--- config.mk ---
export PLATFORM = sky130hd
export DESIGN_NAME = tlul_host_arb
export DESIGN_NICKNAME = d
export VERILOG_FILES = /design/src/rtl/tl_periph_pkg.sv /design/src/rtl/tlul_arb_ord_fifo.sv /design/src/rtl/tlul_host_arb.sv
export SDC_FILE = /design/constraint.sdc
export NUM_CORES = 1
export LEC_CHECK = 0
export BUFFER_PORTS_ARGS = -buffer_cell sky130_fd_sc_hd__buf_2
export CORE_AREA = 2 2 160 162
export CTS_CLUSTER_DIAMETER = 150
export DETAILED_ROUTE_END_ITERATION = 12
export DIE_AREA = 0 0 162 164
export SLEW_MARGIN = 25
export SYNTH_ARGS = -nofsm -noshare
export SYNTH_HDL_FRONTEND = slang
export SYNTH_SLANG_ARGS = --single-unit
--- constraint.sdc ---
create_clock -name clk_i -period 3.2 [get_ports clk_i]
set_clock_uncertainty 0.1 [all_clocks]
set_input_delay 0.16 -clock clk_i [delete_from_list [all_inputs] [get_ports clk_i]]
set_output_delay 0.16 -clock clk_i [all_outputs]
set_load 0.02 [all_outputs]
--- src/rtl/tl_periph_pkg.sv ---
// Shared TL-UL types and host identifiers for the peripheral host arbiter.
// Latency: n/a (types and constants only).
// Backpressure: n/a.
package tl_periph_pkg;

   // One-bit host identifier; also the payload of the in-order ID FIFO.
   typedef enum logic {
      HostIf  = 1'b0,
      HostLsu = 1'b1
   } host_id_e;

   // A-channel opcodes.
   localparam logic [2:0] PutFullData   = 3'h0;
   localparam logic [2:0] Get           = 3'h4;

   // D-channel opcodes.
   localparam logic [2:0] AccessAck     = 3'h0;
   localparam logic [2:0] AccessAckData = 3'h1;

   // Host-to-device: A-channel request plus D-channel ready.
   typedef struct packed {
      logic        a_valid;
      logic [2:0]  a_opcode;
      logic [2:0]  a_param;
      logic [1:0]  a_size;
      logic [7:0]  a_source;
      logic [31:0] a_address;
      logic [3:0]  a_mask;
      logic [31:0] a_data;
      logic        d_ready;
   } tl_h2d_t;

   // Device-to-host: D-channel response plus A-channel ready.
   typedef struct packed {
      logic        d_valid;
      logic [2:0]  d_opcode;
      logic [2:0]  d_param;
      logic [1:0]  d_size;
      logic [7:0]  d_source;
      logic        d_sink;
      logic [31:0] d_data;
      logic        d_error;
      logic        a_ready;
   } tl_d2h_t;

endpackage

--- src/rtl/tlul_arb_ord_fifo.sv ---
// In-order FIFO holding which host owns each outstanding device transaction.
// Latency: write visible at head one cycle after push; head is read combinationally.
// Backpressure: push ignored when full, pop ignored when empty; caller gates on o_full/o_empty.
module tlul_arb_ord_fifo #(
   parameter int Width = 1,
   parameter int Depth = 4
) (
   input  logic             i_clk,
   input  logic             i_rst,
   input  logic             i_push,
   input  logic [Width-1:0] i_wdata,
   input  logic             i_pop,
   output logic [Width-1:0] o_rdata,
   output logic             o_full,
   output logic             o_empty
);

   localparam int PtrW = (Depth > 1) ? $clog2(Depth) : 1;
   localparam int CntW = $clog2(Depth + 1);
   localparam logic [PtrW-1:0] LastIdx  = PtrW'(Depth - 1);
   localparam logic [CntW-1:0] DepthCnt = CntW'(Depth);

   logic [Width-1:0] r_mem [Depth];
   logic [PtrW-1:0]  r_wptr;
   logic [PtrW-1:0]  r_rptr;
   logic [CntW-1:0]  r_count;
   logic             w_push;
   logic             w_pop;

   assign o_full  = (r_count == DepthCnt);
   assign o_empty = (r_count == '0);
   assign w_push  = i_push && !o_full;
   assign w_pop   = i_pop && !o_empty;
   assign o_rdata = r_mem[r_rptr];

   // Storage: write at the tail on an accepted push.
   always_ff @(posedge i_clk or posedge i_rst) begin
      if (i_rst) begin
         for (int i = 0; i < Depth; i++) begin
            r_mem[i] <= '0;
         end
      end else if (w_push) begin
         r_mem[r_wptr] <= i_wdata;
      end
   end

   // Pointers wrap modulo Depth, which need not be a power of two.
   always_ff @(posedge i_clk or posedge i_rst) begin
      if (i_rst) begin
         r_wptr <= '0;
         r_rptr <= '0;
      end else begin
         if (w_push) begin
            r_wptr <= (r_wptr == LastIdx) ? '0 : r_wptr + 1'b1;
         end
         if (w_pop) begin
            r_rptr <= (r_rptr == LastIdx) ? '0 : r_rptr + 1'b1;
         end
      end
   end

   // Occupancy: simultaneous push and pop leave it unchanged; never wraps.
   always_ff @(posedge i_clk or posedge i_rst) begin
      if (i_rst) begin
         r_count <= '0;
      end else begin
         case ({w_push, w_pop})
            2'b10:   r_count <= r_count + 1'b1;
            2'b01:   r_count <= r_count - 1'b1;
            default: r_count <= r_count;
         endcase
      end
   end

endmodule

--- src/rtl/tlul_host_arb.sv ---
// Merges the IF and LSU TL-UL hosts onto one device port; D responses return in issue order.
// Latency: A-channel forwarded combinationally (zero cycles); D-channel steered combinationally.
// Backpressure: a_ready from device to granted host only; all A traffic stalls while MaxOutstanding are in flight.
// Build option: define TLUL_HOST_ARB_FIXED_PRIO_EN for fixed LSU-over-IF priority instead of round-robin.
module tlul_host_arb
   import tl_periph_pkg::*;
#(
   parameter int MaxOutstanding = 4
) (
   input  logic    clk_i,
   input  logic    rst_i,
   input  tl_h2d_t tl_if_i,
   output tl_d2h_t tl_if_o,
   input  tl_h2d_t tl_lsu_i,
   output tl_d2h_t tl_lsu_o,
   output tl_h2d_t tl_dev_o,
   input  tl_d2h_t tl_dev_i,
   output logic    err_o
);

   host_id_e    r_ptr;
   host_id_e    r_lock_host;
   logic        r_locked;
   logic        r_err;

   host_id_e    w_gnt;
   host_id_e    w_head;
   host_id_e    w_ptr_d;
   host_id_e    w_lock_host_d;
   logic        w_locked_d;
   tl_h2d_t     w_gnt_req;
   logic        w_gnt_vld;
   logic        w_a_vld;
   logic        w_a_rdy;
   logic        w_a_hs;
   logic        w_d_vld;
   logic        w_d_hs;
   logic        w_head_d_rdy;
   logic        w_unexp;
   logic        w_full;
   logic        w_empty;
   logic [0:0]  w_fifo_rdata;

   // Grant selection: a locked grant wins, otherwise pick among valid hosts.
   always_comb begin
      w_gnt = r_ptr;
      if (r_locked) begin
         w_gnt = r_lock_host;
      end else begin
`ifdef TLUL_HOST_ARB_FIXED_PRIO_EN
         if (tl_lsu_i.a_valid) begin
            w_gnt = HostLsu;
         end else if (tl_if_i.a_valid) begin
            w_gnt = HostIf;
         end
`else
         if (tl_lsu_i.a_valid && !tl_if_i.a_valid) begin
            w_gnt = HostLsu;
         end else if (tl_if_i.a_valid && !tl_lsu_i.a_valid) begin
            w_gnt = HostIf;
         end
`endif
      end
   end

   assign w_gnt_req    = (w_gnt == HostLsu) ? tl_lsu_i : tl_if_i;
   assign w_gnt_vld    = w_gnt_req.a_valid;
   assign w_a_vld      = w_gnt_vld && !w_full && !rst_i;
   assign w_a_rdy      = tl_dev_i.a_ready && !w_full && !rst_i;
   assign w_a_hs       = w_a_vld && tl_dev_i.a_ready;

   assign w_head       = host_id_e'(w_fifo_rdata);
   assign w_head_d_rdy = (w_head == HostLsu) ? tl_lsu_i.d_ready : tl_if_i.d_ready;
   assign w_d_vld      = tl_dev_i.d_valid && !w_empty && !rst_i;
   assign w_d_hs       = w_d_vld && w_head_d_rdy;
   assign w_unexp      = tl_dev_i.d_valid && w_empty;

   // Next arbitration state: hold a stalled grant so the A payload stays stable.
   always_comb begin
      w_ptr_d       = r_ptr;
      w_locked_d    = w_gnt_vld && !w_a_hs;
      w_lock_host_d = w_gnt;
      if (w_a_hs) begin
         w_ptr_d = host_id_e'(~w_gnt);
      end
   end

   // Arbitration and error-pulse registers.
   always_ff @(posedge clk_i or posedge rst_i) begin
      if (rst_i) begin
         r_ptr       <= HostLsu;
         r_locked    <= 1'b0;
         r_lock_host <= HostLsu;
         r_err       <= 1'b0;
      end else begin
         r_ptr       <= w_ptr_d;
         r_locked    <= w_locked_d;
         r_lock_host <= w_lock_host_d;
         r_err       <= w_unexp;
      end
   end

   assign err_o = r_err;

   tlul_arb_ord_fifo #(
      .Width (1),
      .Depth (MaxOutstanding)
   ) u_ord_fifo (
      .i_clk   (clk_i),
      .i_rst   (rst_i),
      .i_push  (w_a_hs),
      .i_wdata (w_gnt),
      .i_pop   (w_d_hs),
      .o_rdata (w_fifo_rdata),
      .o_full  (w_full),
      .o_empty (w_empty)
   );

   // Port muxing: A to device from the grant, D to the host at the FIFO head.
   always_comb begin
      tl_dev_o         = w_gnt_req;
      tl_dev_o.a_valid = w_a_vld;
      tl_dev_o.d_ready = 1'b0;
      if (!rst_i) begin
         tl_dev_o.d_ready = w_empty ? 1'b1 : w_head_d_rdy;
      end

      tl_if_o          = tl_dev_i;
      tl_if_o.a_ready  = w_a_rdy && (w_gnt == HostIf);
      tl_if_o.d_valid  = w_d_vld && (w_head == HostIf);

      tl_lsu_o         = tl_dev_i;
      tl_lsu_o.a_ready = w_a_rdy && (w_gnt == HostLsu);
      tl_lsu_o.d_valid = w_d_vld && (w_head == HostLsu);
   end

endmodule

==> key figures, run 1 <==
Timing
  – RSZ-0062 raised after global routing: false
  – Final cycle utilization of the critical path: 79.7%
  – Final slew viol count: 0
  – Slew @ Worst Pin: 642 ps
  – Number of hold violations in the final report: 0
  – Max Clk Rate: 0.392 GHz
  – Finish-stage setup viols: 0
  – Slew Limit Headroom: 57.2%
  – Min cycle time layout: 2550 ps
  – Fin Setup TNS: 0 ps

Synthesis
  – Register area share after synthesis: 14.5%
  – Unique masters post-synth: 28
  – Ranking of synthesized cells by area: mux2_1 36%, buf_4 29%, dfrtp_1 13%
  – Predominant post-synthesis flop cell: dfrtp_1
  – Average cell area after synthesis: 9.62 um^2
  – Yosys reg bits: 15
  – Synth area leader: mux2_1
  – Async set-reset flop share out of synthesis: 100%
  – Syn Nets: 503
  – Yosys top cell area share: 35.5%
  – Cells after synthesis: 270
  – Post-synth EDFFs: 0
  – Ys Warns: 0
  – Cell area after synthesis: 2600 um^2

Layout
  – Most frequent cells in the layout: 266 x buf_2, 82 x mux2_1, 13 x dfrtp_1, 11 x mux2_2, 9 x nor2_1
  – Design Area, Final: 3660 um^2
  – Area delta synth->final: 40.8%
  – Nets: 667
  – Commonest non-fill, non-tap cell in the layout: buf_2
  – Layout cell share with drive strength beyond 1: 67.0%
  – Ant diodes: 0

Global routing
  – Initial antenna violation count: 0
  – All-Layer GR Usage: 7.31%
  – Largest net degree at the start of global routing: 49
  – Global route overflow: 0
  – Vias in the first global route: 2218
  – First-pass GRT wire length: 14.3 mm

Min path
  – Hold crit path type: in2reg
  – Hold path start: tl_dev_i[51]

Critical path
  – Critical path class: reg2reg
  – Critical Path RT: 3220 ps
  – Crit path launch type: flop
  – Crit path from: u_ord_fifo.r_rptr[0]
  – RR Startpoint: u_ord_fifo.r_rptr[0]
  – CP Max Fanout: 4
  – R2R Path End: u_ord_fifo.r_count[2]
  – Worst r2r path cells: 8
  – Setup crit end: u_ord_fifo.r_count[2]
  – Worst setup EP type: flop
  – Flop-to-flop setup slack: 650 ps
  – Worst Path Arrival: 2570 ps

Pwr
  – Clk pwr share: 10.2%
  – Internal power: 0.00119 W
  – Switching Share: 49.5%
  – Pleak: 1.84 nW
  – Pwr Density: 644 nW/um^2
  – Max IR drop VDD: 421 uV
  – Psw: 0.00117 W
  – Sequential power share: 15.6%
  – Logic pwr share: 74.2%

Routing
  – Residual DRC: 0
  – Drt pass-1 iters: 4
  – Vias after detailed routing: 2479
  – Iteration-0 DRC Markers: 42
  – WL/cell: 14.9 um
  – Total Wirelength: 11.4 mm
  – Final antenna-violating net count: 0
  – Vias per Instance: 3.25

Clock network
  – Sink Count: 15
  – CTS Buf Count: 3
  – CTS tree: built
  – Clock slew at reported path FFs: 50 ps
  – Longest Clk Path Bufs: 2
  – Clock root buffer: clkbuf_16
  – Clk Latency, worst-skew pair: 240 ps
  – H-tree depth: 1

Die
  – IO Pins: 417
  – Core box area: 24800 um^2
  – Initial cell density of the core: 10.5%
  – Die ar.: 26600 um^2
  – Row count: 58
  – Chip width: 162 um
  – Die height: 164 um

Placed design
  – Placed Area: 3570 um^2
  – Dpl hpwl: 9.98 mm
  – Gpl congestion: 0.746
  – PortBufs: 266

Outcome
  – Status: finished, final reports clean

Flow run
  – Max-Cap Viols: 0
-- power groups by stage --
| stage | combinational, W | sequential, W | clock, W |
|---|---|---|---|
| after global routing | 0.00187 | 0.000383 | 0.000252 |
| after floorplan | 0.00141 | 0.000354 | 0 |
| after detailed placement | 0.00176 | 0.000370 | 0 |
| final | 0.00175 | 0.000368 | 0.000240 |
| after CTS | 0.00177 | 0.000367 | 0.000245 |
| after global placement | 0.00173 | 0.000362 | 0 |
-- cell families after synthesis --
group | Yosys count | share of synthesized area (%)
adder cells (fa/ha/maj) | 7 | 3.66
buffers and inverters | 118 | 32.1
multiplexers | 95 | 41.6
AO/OA/AOI/OAI | 9 | 3.03
XOR/XNOR | 3 | 1.01
flip-flops | 15 | 14.5
AND/OR/NAND/NOR | 23 | 4.05
-- worst min-delay path by stage --
stage	endpoint	cells past startpoint
floorplan	err_o	1
global placement	u_ord_fifo.r_count[0]	3
detailed placement	u_ord_fifo.r_count[0]	3
CTS	err_o	3
global route	err_o	3
finish	err_o	3
-- cell type report --
type                       count  area, um^2
clock buffer                   4        78.8
fill                        2831       21200
inverter                       7        26.3
multi-input combinational    137        1400
sequential                    15         378
tap                          330         413
timing repair buffer         270        1360
-- per-stage QoR --
step                      power [W]  cells  setup slack (ps)  utilization (%)  hold WS [ps]
after floorplan             0.00176    270               839                -         -27.0
after global placement      0.00210    758               758             14.4           124
after detailed placement    0.00213    758               651             14.4           129
after CTS                   0.00238    763               648             14.7          73.6
after global routing        0.00251    763               538             14.7          82.4
final                       0.00236    763               649             14.7          70.9
-- repair_timing --
item / 4_1_cts / 5_1_grt
hold endpoints to repair: 13 / 0
gates resized for setup: 0 / 0
buffers inserted: 0 / 0
hold buffers: 1 / 0
-- synthesized netlist by cell type (all sizes together), types with 2 or more instances --
cell type,count
buf,111
mux2,93
dfrtp,13
nor2,9
inv,7
ha,6
nand3,5
nand2,4
a21oi,3
dfstp,2
nor2b,2
xnor2,2
-- worst max-delay path, cell delays in order, from the launching register on --
cell	delay [ps]
dfrtp_1	410
mux4_2	570
mux2i_1	230
nor2_1	120
ha_1	260
fa_1	390
xnor2_1	160
nor2_1	60
xor2_1	140
-- metal layers --
metal,GRT usage [%],share of wire (%),up-vias
li1,-,-,1140
met1,8.66,39,1092
met2,11.3,45,240
met3,4.80,16,7
met4,0.925,0.47,0
met5,0,0,-
-- flip-flops by register name (all words and copies together), names as in the netlist --
signal,count
u_ord_fifo.r_rptr,2
u_ord_fifo.r_wptr,2
r_ptr,1
u_ord_fifo.r_count,3
err_o,1
r_lock_host,1
u_ord_fifo.r_mem,4
r_locked,1
Power figures use the tool's default switching activity.
==> run 2, diff against run 1 <==
- clock period: 3.2 -> 2.6 ns (I/O delays scaled with it)
==> key figures, run 2 (synthesis results as in run 1) <==
Critical path
  – Worst Path Arrival: 2480 ps
  – Critical Path RT: 2620 ps
  – CP Max Fanout: 4
  – Slowest cell delay on critical path: 580 ps
  – Worst Path Buf+Inv: 0
  – Flop-to-flop setup slack: 140 ps
  – R2R Path End: u_ord_fifo.r_count[2]
  – Top delay family on crit path: multiplexers
  – Worst setup EP type: flop
  – Critical path class: reg2reg
  – Critical path, cell by cell: mux4_2 > mux2i_2 > nor2_2 > ha_2 > fa_1 > xnor2_1 > nor2_1 > xor2_1
  – Crit path launch type: flop
  – RR Startpoint: u_ord_fifo.r_rptr[0]
  – Worst r2r path cells: 8
  – CP max-delay cell: mux4_2

Placed design
  – Dpl hpwl: 9.85 mm
  – Gpl congestion: 0.728
  – PortBufs: 266
  – Placed Area: 3600 um^2

Timing
  – Final cycle utilization of the critical path: 94.7%
  – Finish-stage setup viols: 0
  – Final slew viol count: 0
  – Max Clk Rate: 0.406 GHz
  – Slew @ Worst Pin: 287 ps
  – Slew Limit Headroom: 80.9%
  – Number of hold violations in the final report: 0
  – Fin Setup TNS: 0 ps
  – Min cycle time layout: 2460 ps
  – RSZ-0062 raised after global routing: false

Clock network
  – CTS tree: built
  – Longest Clk Path Bufs: 2
  – Sink Count: 15
  – H-tree depth: 1
  – Clock slew at reported path FFs: 40 ps
  – Clock root buffer: clkbuf_16
  – CTS Buf Count: 3
  – Clk Latency, worst-skew pair: 240 ps

Min path
  – WHS Path Cells: 3
  – Hold endpoint: err_o
  – Hold crit path type: in2reg
  – Hold path start: tl_dev_i[51]

Layout
  – Layout cell share with drive strength beyond 1: 67.8%
  – Finished Core Util: 14.9%
  – Most frequent cells in the layout: 266 x buf_2, 82 x mux2_1, 13 x dfrtp_1, 11 x mux2_2, 8 x nor2_1
  – Max reg flops: 4
  – Commonest non-fill, non-tap cell in the layout: buf_2
  – Biggest regs: u_ord_fifo.r_mem (4), u_ord_fifo.r_count (3)
  – Fillers: 2844
  – Nets: 669
  – Most flop-heavy register: u_ord_fifo.r_mem
  – Design Area, Final: 3710 um^2
  – Area delta synth->final: 42.8%

Die
  – Initial cell density of the core: 10.5%
  – Die height: 164 um
  – Core box area: 24800 um^2
  – Row count: 58
  – Chip width: 162 um
  – IO Pins: 417
  – Die ar.: 26600 um^2

Global routing
  – Vias in the first global route: 2269
  – First-pass GRT wire length: 14.0 mm
  – Initial antenna violation count: 3
  – Global route overflow: 0
  – Largest net degree at the start of global routing: 50
  – All-Layer GR Usage: 7.18%

Pwr
  – Pwr Density: 798 nW/um^2
  – Pleak: 1.86 nW
  – Max IR drop VDD: 540 uV

Routing
  – Residual DRC: 0
  – Vias per Instance: 3.21
  – Iteration-0 DRC Markers: 36
  – Drt pass-1 iters: 4
  – Vias after detailed routing: 2461
  – WL/cell: 14.3 um
  – Total Wirelength: 11.0 mm
  – Final antenna-violating net count: 0

Outcome
  – Status: finished, final reports clean

Flow run
  – Max-Cap Viols: 0
-- run 2: cell types whose count changed in the layout (fill, tap and decap cells not counted), sizes merged --
cell and change:
buf +2, diode +2
-- run 2: metrics by stage --
stage          std cells  hold slack, ps  total power, W  setup WS (ps)
2_1_floorplan        270           -57.0         0.00217            239
3_3_place_gp         759             121         0.00263            130
3_5_place_dp         759             118         0.00267           57.7
4_1_cts              764            17.7         0.00298           52.8
5_1_grt              767            36.2         0.00317           21.2
6_report             767            19.6         0.00296            138
-- run 2: how the worst max path moves through the flow --
stage                               from               endpoint  slack [ps]  depth (start not counted)
floorplan           u_ord_fifo.r_rptr[0]  u_ord_fifo.r_count[2]         240                          8
detailed placement  u_ord_fifo.r_rptr[0]  u_ord_fifo.r_count[1]          60                          6
CTS                 u_ord_fifo.r_rptr[0]  u_ord_fifo.r_count[1]          50                          6
global placement    u_ord_fifo.r_rptr[0]  u_ord_fifo.r_count[1]         130                          6
global route        u_ord_fifo.r_rptr[0]  u_ord_fifo.r_count[2]          20                          8
finish              u_ord_fifo.r_rptr[0]  u_ord_fifo.r_count[2]         140                          8
-- run 2: timing repair --
action,in CTS,in global routing
endpoints found under the hold margin,13,0
endpoints found under the setup margin,0,2
resized for setup,0,3
buffers inserted,0,1
hold buffers,1,0
-- run 2: metal layers --
layer	vias to the layer above	wire, um	share of wire, %	GRT usage, %
li1	1148	-	-	-
met1	1066	4410	40	8.76
met2	236	4700	43	10.5
met3	9	1770	16	4.82
met4	2	92	0.84	1.37
met5	-	13	0.12	0
-- run 2: area by class of cell --
type	instances	area [um^2]	share of cell area [%]
antenna	2	5.00	0.135
clock buffer	4	78.8	2.12
inverter	7	26.3	0.708
multi-input combinational	137	1410	37.9
sequential	15	378	10.2
tap	330	413	11.1
timing repair buffer	272	1400	37.8
-- run 2: power breakdown --
group | internal [W] | total [W] | switching [W]
clock network | 0.000207 | 0.000291 | 0.0000839
registers | 0.000352 | 0.000450 | 0.0000980
logic | 0.000962 | 0.00222 | 0.00126
-- run 2: worst min-delay path, delay by kind of cell --
| kind | cells | cell delay (ps) |
|---|---|---|
| AND/OR/NAND/NOR | 1 | 40 |
| buffers and inverters | 2 | 160 |
==> run 3, diff against run 2 <==
--- a/constraint.sdc
+++ b/constraint.sdc
@@ -4,2 +4,2 @@
 set_output_delay 0.13 -clock clk_i [all_outputs]
-set_load 0.02 [all_outputs]
+set_load 0.005 [all_outputs]
==> key figures, run 3 (synthesis results as in run 1) <==
Pwr
  – Switching Share: 39.3%
  – Pwr Density: 673 nW/um^2
  – Max IR drop VDD: 546 uV
  – Pleak: 1.86 nW
  – Logic pwr share: 70.1%
  – Sequential power share: 18.0%
  – Internal power: 0.00152 W
  – Psw: 0.000984 W
  – Clk pwr share: 11.8%

Critical path
  – Critical path, cell by cell: mux4_2 > mux2i_2 > nor2_2 > ha_2 > fa_1 > xnor2_1 > nor2_1 > xor2_1
  – CP max-delay cell: mux4_2
  – Worst setup EP type: flop
  – Critical path class: reg2reg
  – Worst Path Arrival: 2460 ps
  – Slowest cell delay on critical path: 570 ps
  – Top delay family on crit path: multiplexers
  – Crit path launch type: flop
  – CP Max Fanout: 3
  – Worst Path Buf+Inv: 0
  – Critical Path RT: 2620 ps

Die
  – Row count: 58
  – Die height: 164 um
  – Initial cell density of the core: 10.5%
  – IO Pins: 417
  – Die ar.: 26600 um^2
  – Chip width: 162 um
  – Core box area: 24800 um^2

Placed design
  – Gpl congestion: 0.718
  – PortBufs: 266
  – Placed Area: 3610 um^2
  – Dpl hpwl: 9.86 mm

Routing
  – Drt pass-1 iters: 4
  – Residual DRC: 0
  – Vias per Instance: 3.20
  – Iteration-0 DRC Markers: 49
  – WL/cell: 14.4 um
  – Total Wirelength: 11.0 mm
  – Vias after detailed routing: 2453
  – Final antenna-violating net count: 0

Layout
  – Most frequent cells in the layout: 266 x buf_2, 82 x mux2_1, 13 x dfrtp_1, 11 x mux2_2, 8 x nor2_1
  – Finished Core Util: 15.0%
  – Layout cell share with drive strength beyond 1: 67.9%
  – Nets: 670
  – Commonest non-fill, non-tap cell in the layout: buf_2
  – Max reg flops: 4
  – Most flop-heavy register: u_ord_fifo.r_mem
  – Area delta synth->final: 42.9%
  – Fillers: 2847
  – Biggest regs: u_ord_fifo.r_mem (4), u_ord_fifo.r_count (3)
  – Ant diodes: 0
  – Design Area, Final: 3710 um^2

Timing
  – Min cycle time layout: 2440 ps
  – Slew Limit Headroom: 80.8%
  – Finish-stage setup viols: 0
  – Max Clk Rate: 0.410 GHz
  – Fin Setup TNS: 0 ps
  – Final slew viol count: 0
  – RSZ-0062 raised after global routing: false
  – Final cycle utilization of the critical path: 93.8%
  – Fin Hold WS: 13.0 ps
  – Slew @ Worst Pin: 289 ps
  – Number of hold violations in the final report: 0

Global routing
  – Largest net degree at the start of global routing: 51
  – Global route overflow: 0
  – Vias in the first global route: 2244
  – Initial antenna violation count: 1
  – All-Layer GR Usage: 7.19%
  – First-pass GRT wire length: 14.0 mm

Clock network
  – CTS tree: built
  – CTS Buf Count: 3
  – Clock slew at reported path FFs: 40 ps
  – Sink Count: 15
  – Clk Latency, worst-skew pair: 240 ps
  – Longest Clk Path Bufs: 2
  – Clock root buffer: clkbuf_16
  – H-tree depth: 1

Flow run
  – Max-Cap Viols: 0

Outcome
  – Status: finished, final reports clean

Min path
  – Hold crit path type: in2reg
run 3: final timing paths:
path	start	slack [ps]	cells after the start	to
hold / removal	tl_dev_i[51]	10	3	err_o
max in group asynchronous	rst_i	1760	4	r_ptr
hold reg to reg	u_ord_fifo.r_mem[1]	390	1	u_ord_fifo.r_mem[1]
setup reg to reg	u_ord_fifo.r_rptr[0]	160	8	u_ord_fifo.r_count[2]
min in group asynchronous	rst_i	400	4	u_ord_fifo.r_mem[2]
setup / recovery	u_ord_fifo.r_rptr[0]	160	8	u_ord_fifo.r_count[2]
run 3: routing by layer:
layer	share of wire [%]	wire length, um	up-vias	GRT usage, %
met5	0.12	13	-	0
met4	0.11	12	2	0.563
li1	-	-	1147	-
met3	16	1810	4	5.05
met1	40	4410	1064	8.71
met2	43	4760	236	10.8
run 3: repair_timing:
item / in CTS / in global routing
buffers inserted: 0 / 1
hold endpoints to repair: 13 / 0
gates resized for setup: 0 / 3
endpoints found under the setup margin: 0 / 2
hold buffers: 1 / 0
run 3: worst reg2reg max path: stages, from the launching register on:
cell and delay, ps:
dfrtp_1 380, mux4_2 570, mux2i_2 230, nor2_2 90, ha_2 210, fa_1 380, xnor2_1 160, nor2_1 60
xor2_1 130
run 3: final cells by class:
cell class              count  area (um^2)  area share [%]
well taps                 330          413            11.1
flip-flops and latches     15          378            10.2
multi-input cells         137         1410            37.8
repair buffers            273         1410            38.0
clock buffers               4         78.8            2.12
inverters                   7         26.3           0.708
run 3: power by group through the flow:
stage,Clock [W],Sequential (W),Combinational [W]
final,0.000295,0.000451,0.00175
after global routing,0.000314,0.000471,0.00193
after CTS,0.000303,0.000453,0.00175
after detailed placement,0,0.000457,0.00174
after global placement,0,0.000447,0.00172
after floorplan,0,0.000432,0.00115
run 3: stage by stage:
step	setup slack (ps)	power, W	std cells
2_1_floorplan	239	0.00158	270
3_3_place_gp	123	0.00216	760
3_5_place_dp	62.8	0.00220	760
4_1_cts	47.9	0.00251	765
5_1_grt	13.4	0.00272	766
6_report	161	0.00250	766
